`src/rtl/writeback_unit.sv`:
```
// writeback_unit: selects result source, extracts/extends load data, drives the
// register-file write port and counts retired instructions.
module writeback_unit #(
  parameter int RETIRE_W = 64
) (
  input  logic                clk_i,
  input  logic                rst_i,
  input  logic                valid_i,
  output logic                ready_o,
  input  logic [4:0]          rd_i,
  input  logic [1:0]          wb_sel_i,
  input  logic [31:0]         alu_result_i,
  input  logic [31:0]         pc_plus4_i,
  input  logic [2:0]          funct3_i,
  input  logic [1:0]          addr_low_i,
  input  logic [31:0]         mem_rdata_i,
  input  logic                mem_rvalid_i,
  output logic                reg_write_enable_o,
  output logic [4:0]          reg_select_d_o,
  output logic [31:0]         reg_data_d_o,
  output logic                load_fault_o,
  output logic [RETIRE_W-1:0] retired_count_o
);
  typedef enum logic {IDLE, WAIT_LOAD} state_t;
  state_t              state_q;
  logic [4:0]          rd_q, sel_q;
  logic [2:0]          f3_q;
  logic [1:0]          alo_q;
  logic                bad_q, we_q, lf_q;
  logic [31:0]         data_q, ext_d;
  logic [RETIRE_W-1:0] ret_q;
  logic [7:0]          byte_d;
  logic [15:0]         half_d;
  logic                bad_d;
  always_comb begin
    byte_d = mem_rdata_i[{alo_q, 3'b000} +: 8];
    half_d = alo_q[1] ? mem_rdata_i[31:16] : mem_rdata_i[15:0];
    ext_d  = f3_q == 3'b000 ? {{24{byte_d[7]}}, byte_d} :
             f3_q == 3'b001 ? {{16{half_d[15]}}, half_d} :
             f3_q == 3'b100 ? {24'b0, byte_d} :
             f3_q == 3'b101 ? {16'b0, half_d} : mem_rdata_i;
    // fault is decided from the accept-time fields but reported at completion
    bad_d  = (funct3_i inside {3'b011, 3'b110, 3'b111}) ||
             (funct3_i[1:0] == 2'b01 && addr_low_i[0]) ||
             (funct3_i == 3'b010 && addr_low_i != 2'b00);
  end
  always_ff @(posedge clk_i) begin
    if (rst_i) begin
      state_q <= IDLE;
      rd_q    <= '0;
      f3_q    <= '0;
      alo_q   <= '0;
      bad_q   <= 1'b0;
      we_q    <= 1'b0;
      lf_q    <= 1'b0;
      sel_q   <= '0;
      data_q  <= '0;
      ret_q   <= '0;
    end else begin
      we_q <= 1'b0;
      lf_q <= 1'b0;
      if (state_q == IDLE) begin
        if (valid_i && wb_sel_i == 2'b01) begin
          rd_q    <= rd_i;
          f3_q    <= funct3_i;
          alo_q   <= addr_low_i;
          bad_q   <= bad_d;
          state_q <= WAIT_LOAD;
        end else if (valid_i) begin
          sel_q  <= rd_i;
          data_q <= wb_sel_i == 2'b10 ? pc_plus4_i : alu_result_i;
          we_q   <= wb_sel_i != 2'b11 && rd_i != 5'd0;
          ret_q  <= ret_q + 1'b1;
        end
      end else if (mem_rvalid_i) begin
        state_q <= IDLE;
        if (bad_q) lf_q <= 1'b1;
        else begin
          sel_q  <= rd_q;
          data_q <= ext_d;
          we_q   <= rd_q != 5'd0;
          ret_q  <= ret_q + 1'b1;
        end
      end
    end
  end
  assign ready_o            = state_q == IDLE;
  assign reg_write_enable_o = we_q;
  assign reg_select_d_o     = sel_q;
  assign reg_data_d_o       = data_q;
  assign load_fault_o       = lf_q;
  assign retired_count_o    = ret_q;
endmodule

```
`config.mk`:
```
export PLATFORM = sky130hd
export DESIGN_NAME = writeback_unit
export DESIGN_NICKNAME = d
export VERILOG_FILES = /design/src/rtl/writeback_unit.sv
export SDC_FILE = /design/constraint.sdc
export NUM_CORES = 1
export LEC_CHECK = 0
export CORE_MARGIN = 2
export CORE_UTILIZATION = 45
export DETAILED_ROUTE_END_ITERATION = 16
export HOLD_SLACK_MARGIN = 0.03
export PLACE_DENSITY = 0.8
export SYNTH_ARGS = -nofsm -noshare
export SYNTH_HDL_FRONTEND = slang
export SYNTH_SLANG_ARGS = --single-unit
```
`constraint.sdc`:
```
create_clock -name clk_i -period 3.9 [get_ports clk_i]
set_input_delay 0.78 -clock clk_i [delete_from_list [all_inputs] [get_ports clk_i]]
set_output_delay 0.78 -clock clk_i [all_outputs]
set_load 0.01 [all_outputs]
```
==> metrics.md <==
| Metric | Value |
|---|---|
| Pwr Density | 356 nW/um^2 |
| Maximum VDD drop | 0.000270 V |
| Nets@finish | approximately 1100 |
| Initial Utilization | 0.459 |
| Async SR Flop Fraction | 0 |
| Ys flop type | dfxtp_1 |
| EDFF count, synth | 0 |
| PortBufs | 215 |
| Worst-Skew Late Latency | 0.43 ns |
| First-pass GRT wire length | 31700 microns |
| Critical path endpoint category | output pin |
| Count of cell types in the netlist | 48 |
| Ports | 216 |
| Sequential-to-total area share from yosys stat | 0.380 |
| Global-route usage over all layers | 0.278 |
| Most common cell after layout, fill and taps aside | clkdlybuf4s50_1 |
| Die area | 14400 sq um |
| Worst R2R Start | retired_count_o[28] |
| Initial antenna violation count | 3 |
| Max-Cap Viols | 0 |
| Vias in the first global route | 6108 |
| Pleak | 0.00298 uW |
| Die Width | 120 microns |
| Core area | between 10000 and 15000 sq um |
| CTS clk-pin slew, worst paths | 0.05 ns |
| Postcts setup bufs | 0 |
| Multi-input logic area | 3490 sq um |
| Worst path arrival time | about 2.1 ns |
| Layout Skew | about 0.011 ns |
| Setup Slack @ Placement | between 0.7 and 0.8 ns |
| Setup CP Type | flip-flop to output pin |
| RSZ-0062 raised after global routing | false |
| CTS resizes | 0 |
| DRT Wirelength | 20000 microns |
| Slew HR | 0.393 |
| Number of remaining DRC errors | 0 |
| Routed Antenna Nets | 0 |
| Synth warn | 0 |
| Fillers | 1094 |
| CTS Sinks | around 120 |
| Grt ovf | 0 |
| Synthesized area | 6060 sq um |
| CTS tree | done |
| HPWL after DPL | 14300 microns |
| Startpoint types | flip-flop |
| HP Class | flip-flop to flip-flop |
| Chip Height | 120 microns |
| Seq cells post-synth | 115 |
| Core Util, Final | 0.677 |
| Initial DRC Count | 525 |
| Via-to-Cell Ratio | 5.82 |
| H-tree levels | 4 |
| Power, Total | 3180 uW |
| Fin. max-slew vios | 0 |
| CTS Hold Buffers Added | 0 |
| Gate Count Post-Synth | 760 |
| Layout area overhead | 47.5% |
| Drt pass-1 iters | 6 |
| Slew @ Worst Pin | 0.911 ns |
| Dpl cell area | 8340 sq um |
| Final period utilization | 0.747 |
| Post-synth net total | 873 |
| Synthesized area per cell | between 7 and 8 sq um |
| Row Count | 42 |
| Setup TNS | 0 ns |
| Status | complete, no violations |
| Worst Min Path Start | reg_data_d_o[24] |
| Max Fanout on Critical Path | 34 |
| Mean routed wirelength per cell | around 17 microns |
| Fmax | between 300 and 400 MHz |
| Crit path time final | 2.91 ns |
| Total CTS buffers | 17 |
| Root Driver | clkbuf_16 |
| Setup violations, final | 0 |
| Final Hold Viols | 0 |
| Post-layout instance area | 8930 sq um |
| FF+latch area | around 2300 sq um |
| Largest net degree at the start of global routing | 88 |
| Layout cells sized above 1 | 0.0888 |
| Clock Tree Buf Depth | 2 |
| Worst Setup SP | state_q |
| Via Count | 6677 |
| Critical Path RT | 3.12 ns |
| GP Congestion | around 0.87 |
| Commonest cells after routing, fill and taps aside | 214 x clkdlybuf4s50_1, 115 x dfxtp_1, 94 x nand2_1 |
| Final setup margin | roughly 0.99 ns |
[synthesized netlist by cell type (all sizes together), types with 7 or more instances]
| cell type | n | share of area |
|---|---|---|
| mux2i | 14 | 0.023 |
| xnor2 | 10 | 0.014 |
| or4 | 28 | 0.036 |
| clkbuf | 43 | 0.027 |
| or3 | 13 | 0.014 |
| o221ai | 8 | 0.012 |
| xor2 | 7 | 0.010 |
| nor3 | 15 | 0.012 |
| nor2b | 8 | 0.0083 |
| nor2 | 38 | 0.024 |
| inv | 23 | 0.014 |
| nand2 | 94 | 0.058 |
| and3 | 9 | 0.0093 |
| mux2 | 30 | 0.056 |
| a221oi | 7 | 0.010 |
| a211oi | 7 | 0.0087 |
| o21ai | 71 | 0.059 |
| nor4 | 10 | 0.010 |
| a21oi | 79 | 0.065 |
| nand3 | 24 | 0.020 |
| o31ai | 21 | 0.026 |
| nand4 | 24 | 0.026 |
| dfxtp | 115 | 0.38 |
| buf | 7 | 0.0043 |
[flip-flops by register name (all words and copies together) (netlist names)]
register and count:
bad_q 1, rd_q 5, state_q 1, reg_select_d_o 5, alo_q 2, reg_data_d_o 32
f3_q 3, retired_count_o 64, reg_write_enable_o 1, load_fault_o 1
[metal layers]
layer	track usage	vias up	part of all wire
li1	-	3226	-
met4	0.127	0	0.029
met5	0	-	0
met1	0.358	3137	0.44
met2	0.439	268	0.47
met3	0.0684	46	0.068
[layout make-up]
cell class,count,area share
multi-input cells,571,0.390
flip-flops and latches,115,0.258
repair buffers,228,0.251
clock buffers,27,0.0574
well taps,176,0.0246
inverters,24,0.0102
clock inverters,4,0.00784
diodes,3,0.000840
[worst paths after layout]
path                         end  slack, ns  cells past startpoint
max reg2reg  retired_count_o[59]       1.36                      5
max                      ready_o       0.99                      3
min             reg_data_d_o[24]       0.45                      2
min reg2reg     reg_data_d_o[24]       0.45                      2
[worst max-delay path, cell delays in order, from the launching register on]
cell             delay [ns]
dfxtp_1                0.58
buf_4                  0.40
inv_1                  0.18
clkdlybuf4s50_1        0.54
[through the flow]
| stage | hold WS (ns) | cells |
|---|---|---|
| after floorplan | 0.443 | 760 |
| after global placement | 0.433 | 1114 |
| after detailed placement | 0.441 | 1114 |
| after CTS | 0.453 | 1145 |
| after global routing | 0.479 | 1148 |
| final | 0.449 | 1148 |
[cells by family (layout without fill, tap and decap cells)]
logic type / count (synthesis) / in the layout / synth area share
other: 0 / 3 / 0
AND/OR/NAND/NOR: 292 / 292 / 0.254
adder cells (fa/ha/maj): 1 / 1 / 0.00206
flip-flops: 115 / 115 / 0.380
buffers and inverters: 74 / 283 / 0.0461
AO/OA/AOI/OAI: 216 / 216 / 0.210
multiplexers: 45 / 45 / 0.0826
XOR/XNOR: 17 / 17 / 0.0246
[report_power, final]
group	switching (uW)	total, uW	internal (uW)
Sequential	27.4	1240	1220
Combinational	170	392	221
Clock	530	1550	1020
Total	727	3180	2460
(Power assumes the default switching activity.)
